===== src/rtl/clk_rst_pkg.sv =====
// ============================================================================
// Module : clk_rst_pkg
// Brief  : State encoding and default timing for the PLL reset sequencer.
// Rev    : 1.0
// ============================================================================
`default_nettype none

package clk_rst_pkg;

    typedef enum logic [2:0] {
        PLL_RST   = 3'd0,
        WAIT_LOCK = 3'd1,
        QUALIFY   = 3'd2,
        RELEASE   = 3'd3,
        RUN       = 3'd4
    } state_e;

    // Defaults sized for a 25 MHz reference clock.
    localparam int unsigned DEF_PLL_RST_CYCLES     = 16;
    localparam int unsigned DEF_LOCK_TIMEOUT       = 25000;
    localparam int unsigned DEF_LOCK_STABLE_CYCLES = 2500;
    localparam int unsigned DEF_RELEASE_GAP        = 8;
    localparam int unsigned DEF_CNT_W              = 8;

    function automatic int unsigned max4(input int unsigned a, input int unsigned b,
                                         input int unsigned c, input int unsigned d);
        int unsigned m;
        m = a;
        if (b > m) m = b;
        if (c > m) m = c;
        if (d > m) m = d;
        return m;
    endfunction

endpackage

`default_nettype wire


===== src/rtl/sync_2ff.sv =====
// ============================================================================
// Module : sync_2ff
// Brief  : Two-flop synchronizer with asynchronous active-low clear.
// Rev    : 1.0
// ============================================================================
`default_nettype none

module sync_2ff (
    input  logic clk_i,
    input  logic rst_ni,
    input  logic d_i,
    output logic q_o
);

    logic meta_q;
    logic sync_q;

    always_ff @(posedge clk_i or negedge rst_ni) begin
        if (!rst_ni) begin
            meta_q <= 1'b0;
            sync_q <= 1'b0;
        end else begin
            meta_q <= d_i;
            sync_q <= meta_q;
        end
    end

    assign q_o = sync_q;

endmodule

`default_nettype wire


===== src/rtl/pll_reset_sequencer.sv =====
// ============================================================================
// Module : pll_reset_sequencer
// Brief  : Pulses PLL reset, qualifies lock, then releases serializer and
//          pixel resets in order; re-sequences on lock loss.
// Rev    : 1.0
// ============================================================================
`default_nettype none

module pll_reset_sequencer
    import clk_rst_pkg::*;
#(
    parameter int unsigned PLL_RST_CYCLES     = DEF_PLL_RST_CYCLES,
    parameter int unsigned LOCK_TIMEOUT       = DEF_LOCK_TIMEOUT,
    parameter int unsigned LOCK_STABLE_CYCLES = DEF_LOCK_STABLE_CYCLES,
    parameter int unsigned RELEASE_GAP        = DEF_RELEASE_GAP,
    parameter int unsigned CNT_W              = DEF_CNT_W
) (
    input  logic             clkin_25MHz,
    input  logic             rst_n,
    input  logic             pll_locked,
    output logic             pll_rst,
    output logic             ser_rst_n,
    output logic             pix_rst_n,
    output logic             ready,
    output logic [CNT_W-1:0] retry_cnt,
    output logic [CNT_W-1:0] lock_loss_cnt,
    output logic [2:0]       state_dbg
);

    localparam int unsigned CYC_W =
        $clog2(max4(PLL_RST_CYCLES, LOCK_TIMEOUT, LOCK_STABLE_CYCLES, RELEASE_GAP)) + 1;

    // Terminal counts: the shared counter starts at zero on each state entry.
    localparam logic [CYC_W-1:0] PLL_RST_LAST = CYC_W'(PLL_RST_CYCLES - 1);
    localparam logic [CYC_W-1:0] TIMEOUT_LAST = CYC_W'(LOCK_TIMEOUT - 1);
    localparam logic [CYC_W-1:0] STABLE_LAST  = CYC_W'(LOCK_STABLE_CYCLES - 1);
    localparam logic [CYC_W-1:0] GAP_LAST     = CYC_W'(RELEASE_GAP - 1);

    logic             lock_s;
    state_e           state_q,     state_d;
    logic [CYC_W-1:0] cnt_q,       cnt_d;
    logic [CNT_W-1:0] retry_q,     retry_d;
    logic [CNT_W-1:0] loss_q,      loss_d;
    logic             pll_rst_q,   pll_rst_d;
    logic             ser_rst_n_q, ser_rst_n_d;
    logic             pix_rst_n_q, pix_rst_n_d;
    logic             ready_q,     ready_d;

    sync_2ff u_lock_sync (
        .clk_i  (clkin_25MHz),
        .rst_ni (rst_n),
        .d_i    (pll_locked),
        .q_o    (lock_s)
    );

    always_comb begin
        state_d = state_q;
        retry_d = retry_q;
        loss_d  = loss_q;

        case (state_q)
            PLL_RST: begin
                if (cnt_q == PLL_RST_LAST) state_d = WAIT_LOCK;
            end
            WAIT_LOCK: begin
                // First cycle after entry ignores lock_s so a stale lock is not trusted.
                if (lock_s && (cnt_q != '0)) begin
                    state_d = QUALIFY;
                end else if (cnt_q == TIMEOUT_LAST) begin
                    state_d = PLL_RST;
                    retry_d = (retry_q == '1) ? retry_q : retry_q + CNT_W'(1);
                end
            end
            QUALIFY: begin
                if (!lock_s)                    state_d = WAIT_LOCK;
                else if (cnt_q == STABLE_LAST)  state_d = RELEASE;
            end
            RELEASE: begin
                if (!lock_s) begin
                    state_d = WAIT_LOCK;
                    loss_d  = (loss_q == '1) ? loss_q : loss_q + CNT_W'(1);
                end else if (cnt_q == GAP_LAST) begin
                    state_d = RUN;
                end
            end
            RUN: begin
                if (!lock_s) begin
                    state_d = WAIT_LOCK;
                    loss_d  = (loss_q == '1) ? loss_q : loss_q + CNT_W'(1);
                end
            end
            default: state_d = PLL_RST;
        endcase

        if (state_d != state_q)  cnt_d = '0;
        else if (state_q == RUN) cnt_d = cnt_q;
        else                     cnt_d = cnt_q + CYC_W'(1);

        // Outputs follow the next state so they change on the transition edge.
        pll_rst_d   = (state_d == PLL_RST);
        ser_rst_n_d = (state_d == RELEASE) || (state_d == RUN);
        pix_rst_n_d = (state_d == RUN);
        ready_d     = (state_d == RUN);
    end

    always_ff @(posedge clkin_25MHz or negedge rst_n) begin
        if (!rst_n) begin
            state_q     <= PLL_RST;
            cnt_q       <= '0;
            retry_q     <= '0;
            loss_q      <= '0;
            pll_rst_q   <= 1'b1;
            ser_rst_n_q <= 1'b0;
            pix_rst_n_q <= 1'b0;
            ready_q     <= 1'b0;
        end else begin
            state_q     <= state_d;
            cnt_q       <= cnt_d;
            retry_q     <= retry_d;
            loss_q      <= loss_d;
            pll_rst_q   <= pll_rst_d;
            ser_rst_n_q <= ser_rst_n_d;
            pix_rst_n_q <= pix_rst_n_d;
            ready_q     <= ready_d;
        end
    end

    assign pll_rst       = pll_rst_q;
    assign ser_rst_n     = ser_rst_n_q;
    assign pix_rst_n     = pix_rst_n_q;
    assign ready         = ready_q;
    assign retry_cnt     = retry_q;
    assign lock_loss_cnt = loss_q;
    assign state_dbg     = state_q;

endmodule

`default_nettype wire

===== config.mk =====
export PLATFORM = sky130hd
export DESIGN_NAME = pll_reset_sequencer
export DESIGN_NICKNAME = d
export VERILOG_FILES = /design/src/rtl/clk_rst_pkg.sv /design/src/rtl/sync_2ff.sv /design/src/rtl/pll_reset_sequencer.sv
export SDC_FILE = /design/constraint.sdc
export NUM_CORES = 1
export LEC_CHECK = 0
export CAP_MARGIN = 40
export CORE_MARGIN = 5
export CORE_UTILIZATION = 50
export DETAILED_ROUTE_END_ITERATION = 8
export GPL_ROUTABILITY_DRIVEN = 0
export PLACE_DENSITY = 0.77
export REMOVE_ABC_BUFFERS = 1
export SLEW_MARGIN = 20
export SYNTH_ARGS = -nofsm -noshare
export SYNTH_HDL_FRONTEND = slang
export SYNTH_SLANG_ARGS = --single-unit

===== constraint.sdc =====
create_clock -name clkin_25MHz -period 2.05 [get_ports clkin_25MHz]
set_clock_uncertainty 0.05 [all_clocks]
set_input_delay 0.205 -clock clkin_25MHz [delete_from_list [all_inputs] [get_ports clkin_25MHz]]
set_output_delay 0.205 -clock clkin_25MHz [all_outputs]
set_load 0.02 [all_outputs]

==> impl_metrics.yaml <==
timing:
  worst_slew_margin_rel_pct: 61.9
  layout_min_cycle_time_ns: 2.06
  grt_setup_unrepaired: "true"
  tightest_slew_ns: 0.571
  timing.fmax_ghz: 0.486
  slew_violations: 0
  fin_ws_ns: -0.00683
  fin_crit_sh_pct: 100
  final_hold_viol_count: 0
  setup_viol: 4
  finalSetupTns_ns: -0.0134
power_and_ir_drop:
  swShare_pct: 36.0
  power.density_mw_per_mm2: 1000
  clockPowerShare_pct: 22.3
  pwr-share-comb_pct: 47.4
  static-leakage-power_nw: 1.36
  ir_drop_uv: 638
  seqPwrFrac_pct: 30.4
  p_int_mw: 2.02
  p_sw_mw: 1.13
floorplan:
  fp.dieH_um: 77.2
  pin_count: 26
  die_x_um: 77.2
  rows: 24
  design.core.area_mm2: 0.00435
  die-area_mm2: 0.00595
  start_util_pct: 51.8
status:
  violations: "negative setup slack"
  status: "finished with violations"
finish:
  post-route-util_pct: 72.3
  layout-drive-gt1-share_pct: 33.5
  synthToLayoutAreaGrowth_pct: 39.6
  n_antenna_cell: 0
  postLayoutCellArea_mm2: 0.00315
  fillers: 286
  stdcell_count: 330
  nets: 284
yosys:
  synth_top_area_share_pct: 43.3
  synth_flop_cell: "dfrtp_1"
  synth_area_mm2: 0.00225
  synthArstFlopShare_pct: 100
  yosysWarnings: 0
  synth_area_leaders: "dfrtp_1 (43%), xnor2_1 (7.4%), xor2_1 (3.9%)"
  avgSynthCellArea_um2: 10.9
  synthTopCellsByCount: "dfrtp_1 (39), xnor2_1 (19), nand3_1 (13), nand4_1 (13)"
  synth_cells: 206
  ys_seq_area_share_pct: 44.5
  synth.largest_area_cell: "dfrtp_1"
  synth_edf_count: 0
  yosysMostFrequentCell: "dfrtp_1"
  yosys.cell_types.count: 55
  ys_ff_latch: 40
hold_path:
  hold_start: "pll_locked"
  min_path_type: "in -> reg"
  hold_depth: 1
  whs_endpoint: "u_lock_sync.meta_q"
global_routing:
  grt_max_degree: 26
  track_usage_pct: 19.0
  grt_first_pass_wirelength_mm: 9.13
  grt_pass1_vias: 1889
  antenna_found_initial: 0
  grt-ovfl-total: 0
route:
  drtPass1Iterations: 4
  totalWireLength_mm: 5.49
  vias: 1905
  ant_nets: 0
  vias_per_cell: 5.77
  drcViolationCount: 0
  wl_per_cell_um: 16.6
  drt_iter0_drc: 127
flow_run:
  maxCapViolCount: 0
critical_path:
  end_kind: "flop"
  cp_max_fo: 8
  r2r-end: "cnt_q[7]"
  cp-start-kind: "flop"
  reg2reg_slack_ns: -0.007
  arrival_ns: 2.19
  crit_type: "reg -> reg"
  reg2reg_depth: 7
  r2r-start: "cnt_q[15]"
  cp_data_required_time_ns: 2.18
place:
  dpl.cell_count: 313
  port_buffers: 25
  place_area_mm2: 0.00282
  dp_hpwl_mm: 3.77
clock_network:
  cts_tree: "done"
  clockBufferDepth: 2
  cts_sinks: 40
  cts_root_buf: "clkbuf_8"
  clock_latency_ns: 0.30
  clkTransAtPathRegs_ns: 0.08
  numCtsBuffers: 5
  h-tree-depth: 2
==> layer usage <==
metal	GRT usage, %	up-vias	share of wire [%]	wire [um]
met5	0	-	0	0
met3	3.98	16	4.3	237
met4	7.56	0	2.7	148
met2	31.1	55	49	2690
met1	24.4	935	44	2410
li1	-	899	-	-
==> registers in the layout, summed over array words and instances (netlist names) <==
name,flops
cnt_q,16
lock_loss_cnt,8
pll_rst,1
ready,1
retry_cnt,8
ser_rst_n,1
state_dbg,3
u_lock_sync.meta_q,1
u_lock_sync.q_o,1
==> how the worst max path moves through the flow <==
stage	start	end	slack, ns
final	cnt_q[15]	cnt_q[7]	-0.007
after detailed placement	cnt_q[1]	cnt_q[8]	-0.14
after CTS	cnt_q[1]	cnt_q[8]	0.006
after global routing	cnt_q[15]	cnt_q[7]	-0.12
after floorplan	state_dbg[2]	lock_loss_cnt[1]	-0.54
after global placement	cnt_q[0]	cnt_q[3]	-0.01
==> layout make-up <==
cell class | instances | area [um^2] | area share, %
Clock inverter | 1 | 30.0 | 0.954
Sequential cell | 40 | 1010 | 32.0
Clock buffer | 7 | 96.3 | 3.06
Tap cell | 52 | 65.1 | 2.07
Inverter | 4 | 15.0 | 0.477
Timing Repair Buffer | 74 | 648 | 20.6
Multi-Input combinational cell | 152 | 1290 | 40.9
==> cell families (layout without fill, tap and decap cells) <==
logic type | Yosys count | count (layout) | share of synthesized area (%)
AO/OA/AOI/OAI | 21 | 21 | 10.4
XOR/XNOR | 29 | 29 | 11.3
adder cells (fa/ha/maj) | 4 | 4 | 2.22
buffers and inverters | 14 | 86 | 3.22
flip-flops | 40 | 40 | 44.5
multiplexers | 2 | 2 | 0.999
AND/OR/NAND/NOR | 96 | 96 | 27.5
==> what timing repair did <==
item                                    in CTS  in global routing
hold endpoints to repair                    23                  0
setup buffers                                3                  5
pin swaps                                    1                  9
endpoints found under the setup margin       9                 25
hold buffers                                 1                  0
gates resized for setup                      4                 18
==> critical path, cell delays in order, from the launching register on <==
cell and delay [ns]:
dfrtp_1 0.44, nor4_4 0.27, buf_4 0.18, and4b_2 0.29
a21oi_4 0.09, a2111oi_4 0.34, buf_6 0.21, nor4_1 0.06
==> through the flow <==
| stage | total power, mW | setup slack (ns) | hold slack [ns] |
|---|---|---|---|
| finish | 3.15 | -0.00683 | 0.294 |
| global route | 3.32 | -0.118 | 0.305 |
| CTS | 2.99 | 0.00555 | 0.289 |
| detailed placement | 2.20 | -0.136 | 0.183 |
| global placement | 2.16 | -0.0116 | 0.173 |
| floorplan | 1.65 | -0.539 | -0.141 |
==> power by group through the flow <==
stage | Sequential, mW | Combinational [mW] | Clock [mW]
after floorplan | 1.01 | 0.642 | 0
after global placement | 0.962 | 1.20 | 0
after detailed placement | 0.962 | 1.23 | 0
after CTS | 0.948 | 1.33 | 0.713
after global routing | 0.969 | 1.59 | 0.756
final | 0.955 | 1.49 | 0.701
==> cell usage in the layout (no fill, tap or decap), types with 3 or more instances in the layout <==
cell	count
buf_4	44
dfrtp_1	36
clkdlybuf4s50_1	24
xnor2_1	19
nand3_1	13
nand4_1	13
nand2_1	12
nor2_1	11
xor2_1	10
nor3_2	7
clkbuf_8	7
and3_1	6
inv_1	4
nor3_1	4
nor4_4	3
nor4_1	3
nor4_2	3
ha_1	3
dfrtp_2	3
(Power assumes the default switching activity.)
